<file path="src/rtl/vn_pkg.sv">
// Shared types and saturating-arithmetic helpers for the LDPC variable-node accumulator.
package vn_pkg;

  localparam int LLR_W = 6;
  localparam logic [LLR_W-1:0] LLR_MAX = 6'b011111;
  localparam logic [LLR_W-1:0] LLR_MIN = 6'b100000;

  typedef enum logic [1:0] {
    IDLE  = 2'd0,
    ACCUM = 2'd1,
    DONE  = 2'd2,
    XOUT  = 2'd3
  } state_e;

  // Returns {overflow, saturated result}; overflow is judged from the operand and sum sign bits.
  function automatic logic [LLR_W:0] sat_add(input logic [LLR_W-1:0] a,
                                             input logic [LLR_W-1:0] b,
                                             input logic [LLR_W-1:0] sum);
    logic             ovf;
    logic [LLR_W-1:0] res;
    ovf = (a[LLR_W-1] == b[LLR_W-1]) && (sum[LLR_W-1] != a[LLR_W-1]);
    if (ovf) begin
      res = a[LLR_W-1] ? LLR_MIN : LLR_MAX;
    end else begin
      res = sum;
    end
    return {ovf, res};
  endfunction

  // Two's-complement negate where -(-32) clamps to +31.
  function automatic logic [LLR_W-1:0] sat_neg(input logic [LLR_W-1:0] m);
    logic [LLR_W-1:0] res;
    if (m == LLR_MIN) begin
      res = LLR_MAX;
    end else begin
      res = ~m + 6'd1;
    end
    return res;
  endfunction

endpackage

</file>
<file path="src/rtl/ripple_adder.sv">
// W-bit ripple-carry adder; carry-out is not produced, callers detect overflow from sign bits.
module ripple_adder #(
  parameter int W = 6
) (
  input  logic [W-1:0] a,
  input  logic [W-1:0] b,
  input  logic         cin,
  output logic [W-1:0] sum
);

  logic [W-1:0] carry_s;

  assign carry_s[0] = cin;

  for (genvar i = 0; i < W; i++) begin : g_bit
    assign sum[i] = a[i] ^ b[i] ^ carry_s[i];
    if (i < W - 1) begin : g_carry
      assign carry_s[i+1] = (a[i] & b[i]) | (carry_s[i] & (a[i] ^ b[i]));
    end
  end

endmodule

</file>
<file path="src/rtl/vn_accumulator.sv">
// Serial LDPC variable-node update: channel LLR plus DEG check messages, saturated, with hard decision.
// Optional extrinsic output stream is enabled by defining VN_EXTRINSIC_EN.
module vn_accumulator
  import vn_pkg::*;
#(
  parameter int DEG = 6
) (
  input  logic             clk,
  input  logic             rst_n,
  input  logic             start_i,
  input  logic [LLR_W-1:0] llr_i,
  input  logic             msg_valid_i,
  input  logic [LLR_W-1:0] msg_i,
  output logic             msg_ready_o,
  output logic             app_valid_o,
  output logic [LLR_W-1:0] app_o,
  output logic             hard_o,
  input  logic             app_ready_i,
  output logic             sat_o,
`ifdef VN_EXTRINSIC_EN
  output logic             ext_valid_o,
  output logic [LLR_W-1:0] ext_o,
  input  logic             ext_ready_i,
`endif
  output logic             busy_o
);

  localparam int CNT_W = $clog2(DEG + 1);
  localparam logic [CNT_W-1:0] LAST = CNT_W'(DEG - 1);

  state_e           state_r;
  state_e           state_s;
  logic [LLR_W-1:0] acc_r;
  logic [LLR_W-1:0] app_r;
  logic [LLR_W-1:0] acc_sum_s;
  logic [LLR_W-1:0] acc_next_s;
  logic [CNT_W-1:0] cnt_r;
  logic             acc_ovf_s;
  logic             accept_s;
  logic             last_s;
  logic             hard_r;
  logic             sat_r;
  logic             msg_ready_r;
  logic             app_valid_r;
  logic             busy_r;

  ripple_adder #(.W(LLR_W)) u_acc_add (
    .a   (acc_r),
    .b   (msg_i),
    .cin (1'b0),
    .sum (acc_sum_s)
  );

  assign {acc_ovf_s, acc_next_s} = sat_add(acc_r, msg_i, acc_sum_s);
  assign accept_s = msg_valid_i && msg_ready_r && (state_r == ACCUM);
  assign last_s   = (cnt_r == LAST);

`ifdef VN_EXTRINSIC_EN
  logic [LLR_W-1:0] msg_buf_r [DEG];
  logic [CNT_W-1:0] ext_idx_r;
  logic [CNT_W-1:0] ext_sel_s;
  logic [LLR_W-1:0] ext_neg_s;
  logic [LLR_W-1:0] ext_sum_s;
  logic [LLR_W-1:0] ext_next_s;
  logic [LLR_W-1:0] ext_r;
  logic             ext_valid_r;
  logic             ext_last_s;

  // Entry 0 is pre-computed during the APP hand-off, later entries one beat ahead.
  assign ext_last_s = (ext_idx_r == LAST);
  assign ext_sel_s  = ((state_r == XOUT) && !ext_last_s) ? (ext_idx_r + CNT_W'(1)) : {CNT_W{1'b0}};
  assign ext_neg_s  = sat_neg(msg_buf_r[ext_sel_s]);

  ripple_adder #(.W(LLR_W)) u_ext_add (
    .a   (app_r),
    .b   (ext_neg_s),
    .cin (1'b0),
    .sum (ext_sum_s)
  );

  assign ext_next_s  = LLR_W'(sat_add(app_r, ext_neg_s, ext_sum_s));
  assign ext_valid_o = ext_valid_r;
  assign ext_o       = ext_r;
`endif

  // Next-state logic
  always_comb begin
    state_s = state_r;
    case (state_r)
      IDLE: begin
        if (start_i) begin
          state_s = ACCUM;
        end else begin
          state_s = IDLE;
        end
      end
      ACCUM: begin
        if (accept_s && last_s) begin
          state_s = DONE;
        end else begin
          state_s = ACCUM;
        end
      end
      DONE: begin
        if (app_ready_i) begin
`ifdef VN_EXTRINSIC_EN
          state_s = XOUT;
`else
          state_s = IDLE;
`endif
        end else begin
          state_s = DONE;
        end
      end
`ifdef VN_EXTRINSIC_EN
      XOUT: begin
        if (ext_ready_i && ext_last_s) begin
          state_s = IDLE;
        end else begin
          state_s = XOUT;
        end
      end
`endif
      default: state_s = IDLE;
    endcase
  end

  // State register and handshake flags, registered from the next state
  always_ff @(posedge clk or negedge rst_n) begin
    if (!rst_n) begin
      state_r     <= IDLE;
      msg_ready_r <= 1'b0;
      app_valid_r <= 1'b0;
      busy_r      <= 1'b0;
    end else begin
      state_r     <= state_s;
      msg_ready_r <= (state_s == ACCUM);
      app_valid_r <= (state_s == DONE);
      busy_r      <= (state_s != IDLE);
    end
  end

  // Accumulator, message counter, sticky saturation and result capture
  always_ff @(posedge clk or negedge rst_n) begin
    if (!rst_n) begin
      acc_r  <= {LLR_W{1'b0}};
      cnt_r  <= {CNT_W{1'b0}};
      sat_r  <= 1'b0;
      app_r  <= {LLR_W{1'b0}};
      hard_r <= 1'b0;
    end else begin
      if ((state_r == IDLE) && start_i) begin
        acc_r <= llr_i;
        cnt_r <= {CNT_W{1'b0}};
        sat_r <= 1'b0;
      end else if (accept_s) begin
        acc_r <= acc_next_s;
        cnt_r <= cnt_r + CNT_W'(1);
        sat_r <= sat_r | acc_ovf_s;
        if (last_s) begin
          app_r  <= acc_next_s;
          hard_r <= acc_next_s[LLR_W-1];
        end
      end
    end
  end

`ifdef VN_EXTRINSIC_EN
  // Message buffer and extrinsic output stream
  always_ff @(posedge clk or negedge rst_n) begin
    if (!rst_n) begin
      for (int k = 0; k < DEG; k++) begin
        msg_buf_r[k] <= {LLR_W{1'b0}};
      end
      ext_idx_r   <= {CNT_W{1'b0}};
      ext_r       <= {LLR_W{1'b0}};
      ext_valid_r <= 1'b0;
    end else begin
      if (accept_s) begin
        msg_buf_r[cnt_r] <= msg_i;
      end
      if ((state_r == DONE) && app_ready_i) begin
        ext_idx_r   <= {CNT_W{1'b0}};
        ext_r       <= ext_next_s;
        ext_valid_r <= 1'b1;
      end else if ((state_r == XOUT) && ext_ready_i) begin
        if (ext_last_s) begin
          ext_valid_r <= 1'b0;
        end else begin
          ext_idx_r <= ext_idx_r + CNT_W'(1);
          ext_r     <= ext_next_s;
        end
      end
    end
  end
`endif

  assign msg_ready_o = msg_ready_r;
  assign app_valid_o = app_valid_r;
  assign app_o       = app_r;
  assign hard_o      = hard_r;
  assign sat_o       = sat_r;
  assign busy_o      = busy_r;

endmodule

</file>
<file path="config.mk">
export PLATFORM = sky130hd
export DESIGN_NAME = vn_accumulator
export DESIGN_NICKNAME = d
export VERILOG_FILES = /design/src/rtl/vn_pkg.sv /design/src/rtl/ripple_adder.sv /design/src/rtl/vn_accumulator.sv
export SDC_FILE = /design/constraint.sdc
export NUM_CORES = 1
export LEC_CHECK = 0
export CAP_MARGIN = 20
export CORE_UTILIZATION = 51
export CTS_BUF_LIST = sky130_fd_sc_hd__clkbuf_4
export DETAILED_ROUTE_END_ITERATION = 7
export GPL_TIMING_DRIVEN = 0
export PLACE_DENSITY = 0.86
export SLEW_MARGIN = 25
export SYNTH_ARGS = -nofsm -noshare
export SYNTH_HDL_FRONTEND = slang
export SYNTH_SLANG_ARGS = --single-unit
</file>
<file path="constraint.sdc">
create_clock -name clk -period 3.1 [get_ports clk]
set_input_delay 0.62 -clock clk [delete_from_list [all_inputs] [get_ports clk]]
set_output_delay 0.62 -clock clk [all_outputs]
set_load 0.03 [all_outputs]
</file>
==> metrics <==
CTS tree built; RSZ-0062 raised after global routing yes; Critical Path Start Type input pin; die height 49.8 µm; Critical R2R Capture acc_r[4]$_DFFE_PN0P_; outcome completed; Worst Path Required 3.27 ns; Via density 5.85; Final #Nets 163; total power 1.36 mW; Initial Util 56.6%; sequential share of the synthesized area 45.1%; commonest non-fill, non-tap cells in the layout clkdlybuf4s50_1 (26), dfrtp_1 (21), o21ai_0 (11); most common cell after layout, fill and taps aside clkdlybuf4s50_1; gr usage total 22.5%; relative slew slack 68.3%; Tcrit/Tclk final 98.9%; Slew @ Worst Pin 0.476 ns; CTS Buf Count 3; Slew Limit Fails 0; drt wl/cell 15.1 µm; die width 49.8 µm; Worst VDD drop 0.503 mV; crit-path max cell delay 0.41 ns; row cnt 16; DP Area 1470 µm²; first-pass GRT wire length 4.14 mm; H-tree Lvls 1; Clock Sinks 21; Pleak 0.638 nW; CP Class input pin to flop; Slowest-stage cell, CP clkdlybuf4s50_1; Worst-path clk slew 0.11 ns; HP Class input pin to async pin; setup bufs post-CTS 0; Worst setup EP type flop; max-cap check violation count 0; # diodes 0; Core Area 2060 µm²; hold_buf cts 0; Reg2Reg Depth 10; Worst R2R Start acc_r[0]$_DFFE_PN0P_; Fillers 147; Port Buf Inserts 27; Non-Filler Instances 165; R2R Setup Slk 0.40 ns; clk_skew 0.00386 ns; via count 965; Power Dens Cells 909 nW/µm²; most used cell, CP fa_1; CTS root buf clkbuf_4; drt drc 0; CP arrival 3.23 ns; Detailed Place HPWL 1.95 mm; Unique masters post-synth 29; I/O pins 28; CP Cell Sequence clkdlybuf4s50_1 > ha_1 > fa_1 > fa_1 > inv_1 > fa_1 > inv_1 > fa_1 > nand2b_1 > a21boi_1 > o31ai_1; initial antenna violation count 0; crit-path max FO 4; layout cells sized above 1 12.3%; 1st-iter DRT viols 26; Mapped Area 1170 µm²; achievable frequency 326 MHz; vias in the first global route 954; final core occ 72.6%; final WL 2.48 mm; GPL Wtd Cong 0.794; GRT overflow 0; minimum clock period 3.07 ns; Routed Antenna Nets 0; clk_lat worst skew 0.29 ns; Ys Warns 0; Avg Inst Size Synth 10.9 µm²; cell total after placement 161; largest net degree at the start of global routing 22; Area growth, synth to finish 28.4%; post-route cell area 1500 µm²; Clock Path Buffers 2; Final Hold Viols 0; die area 2480 µm²; Synthesized Nets 131; TritonRoute pass-1 iters 4; Post-Syn Instances 107; Synth Register Bits 21; Final setup viols 0
## worst max-delay path by stage
| stage | start | end | slack, ns | cells after the start |
|---|---|---|---|---|
| 6_report | msg_i[0] | acc_r[4]$_DFFE_PN0P_ | 0.03 | 11 |
| 5_1_grt | msg_i[0] | acc_r[4]$_DFFE_PN0P_ | -0.04 | 11 |
| 4_1_cts | msg_i[0] | acc_r[2]$_DFFE_PN0P_ | -0.002 | 11 |
| 3_5_place_dp | msg_i[0] | acc_r[4]$_DFFE_PN0P_ | -0.32 | 11 |
| 3_3_place_gp | msg_i[0] | acc_r[1]$_DFFE_PN0P_ | -0.27 | 11 |
| 2_1_floorplan | msg_i[0] | acc_r[0]$_DFFE_PN0P_ | 0.33 | 10 |
## registers in the layout, indices dropped and copies added, names as in the netlist
name and flops:
state_r 2, app_o 6, cnt_r 3, app_valid_o 1, acc_r 6, busy_o 1, sat_o 1, msg_ready_o 1
## report_power, final
group	internal, mW	switching [mW]
logic	0.327	0.428
registers	0.392	0.0792
clock network	0.0587	0.0761
## cells in the mapped netlist
cell      instances  area [µm²]
buf_4             1        7.51
a22oi_1           2        15.0
nand2b_1          2        12.5
nand3_1           3        15.0
nor3_1            2        10.0
and4bb_2          5        62.6
nand2_1           2        7.51
or3_1             1        6.26
or2_0             1        6.26
o21a_1            1        7.51
fa_1              4        80.1
clkbuf_2          1        5.00
o22ai_1           1        6.26
or3b_4            1        11.3
clkbuf_1          3        11.3
nand4b_4          1        23.8
a21boi_0          5        37.5
inv_1             7        26.3
ha_1              3        37.5
o31ai_1          10        75.1
buf_6             2        22.5
dfrtp_1          21         526
a31oi_1           5        31.3
o21ai_0          11        55.1
nor2b_1           3        18.8
o221ai_1          1        8.76
o21bai_1          1        7.51
nor2_1            6        22.5
mux2i_1           1        10.0
## worst max-delay path, delay by kind of cell
kind / cells / cell delay (ns)
AO/OA/AOI/OAI: 2 / 0.33
AND/OR/NAND/NOR: 1 / 0.23
buffers and inverters: 3 / 0.54
adder cells (fa/ha/maj): 5 / 1.51
## metal layers
layer  wire, µm  GRT usage, %  vias to the layer above
met5          0             0                        -
met1       1000          28.5                      468
met2       1300          39.0                       39
met3        170          4.01                        2
met4         10          6.67                        0
li1           -             -                      456
## metrics by stage
step	hold slack, ns	worst slack, ns	setup TNS [ns]
after floorplan	0.324	0.328	0
after global placement	0.466	-0.265	-2.99
after detailed placement	0.473	-0.324	-3.47
after CTS	0.498	-0.00212	-0.00212
after global routing	0.289	-0.0353	-0.177
final	0.264	0.0348	0
## logic make-up after synthesis
group | synth area share (%)
AO/OA/AOI/OAI | 20.9
AND/OR/NAND/NOR | 16.8
flip-flops | 45.1
buffers and inverters | 6.22
adder cells (fa/ha/maj) | 10.1
multiplexers | 0.858
## final cells by class
type / instances / area [µm²] / area share (%)
buffer: 7 / 46.3 / 3.09
clock buffer: 4 / 30.0 / 2.01
inverter: 7 / 26.3 / 1.75
multi-input combinational: 72 / 571 / 38.1
sequential: 21 / 526 / 35.1
tap: 27 / 33.8 / 2.26
timing repair buffer: 27 / 265 / 17.7
## timing repair
action | 4_1_cts | 5_1_grt
setup endpoints to repair | 2 | 9
hold endpoints to repair | 0 | 0
gates resized for setup | 1 | 4
(Power assumes the default switching activity.)
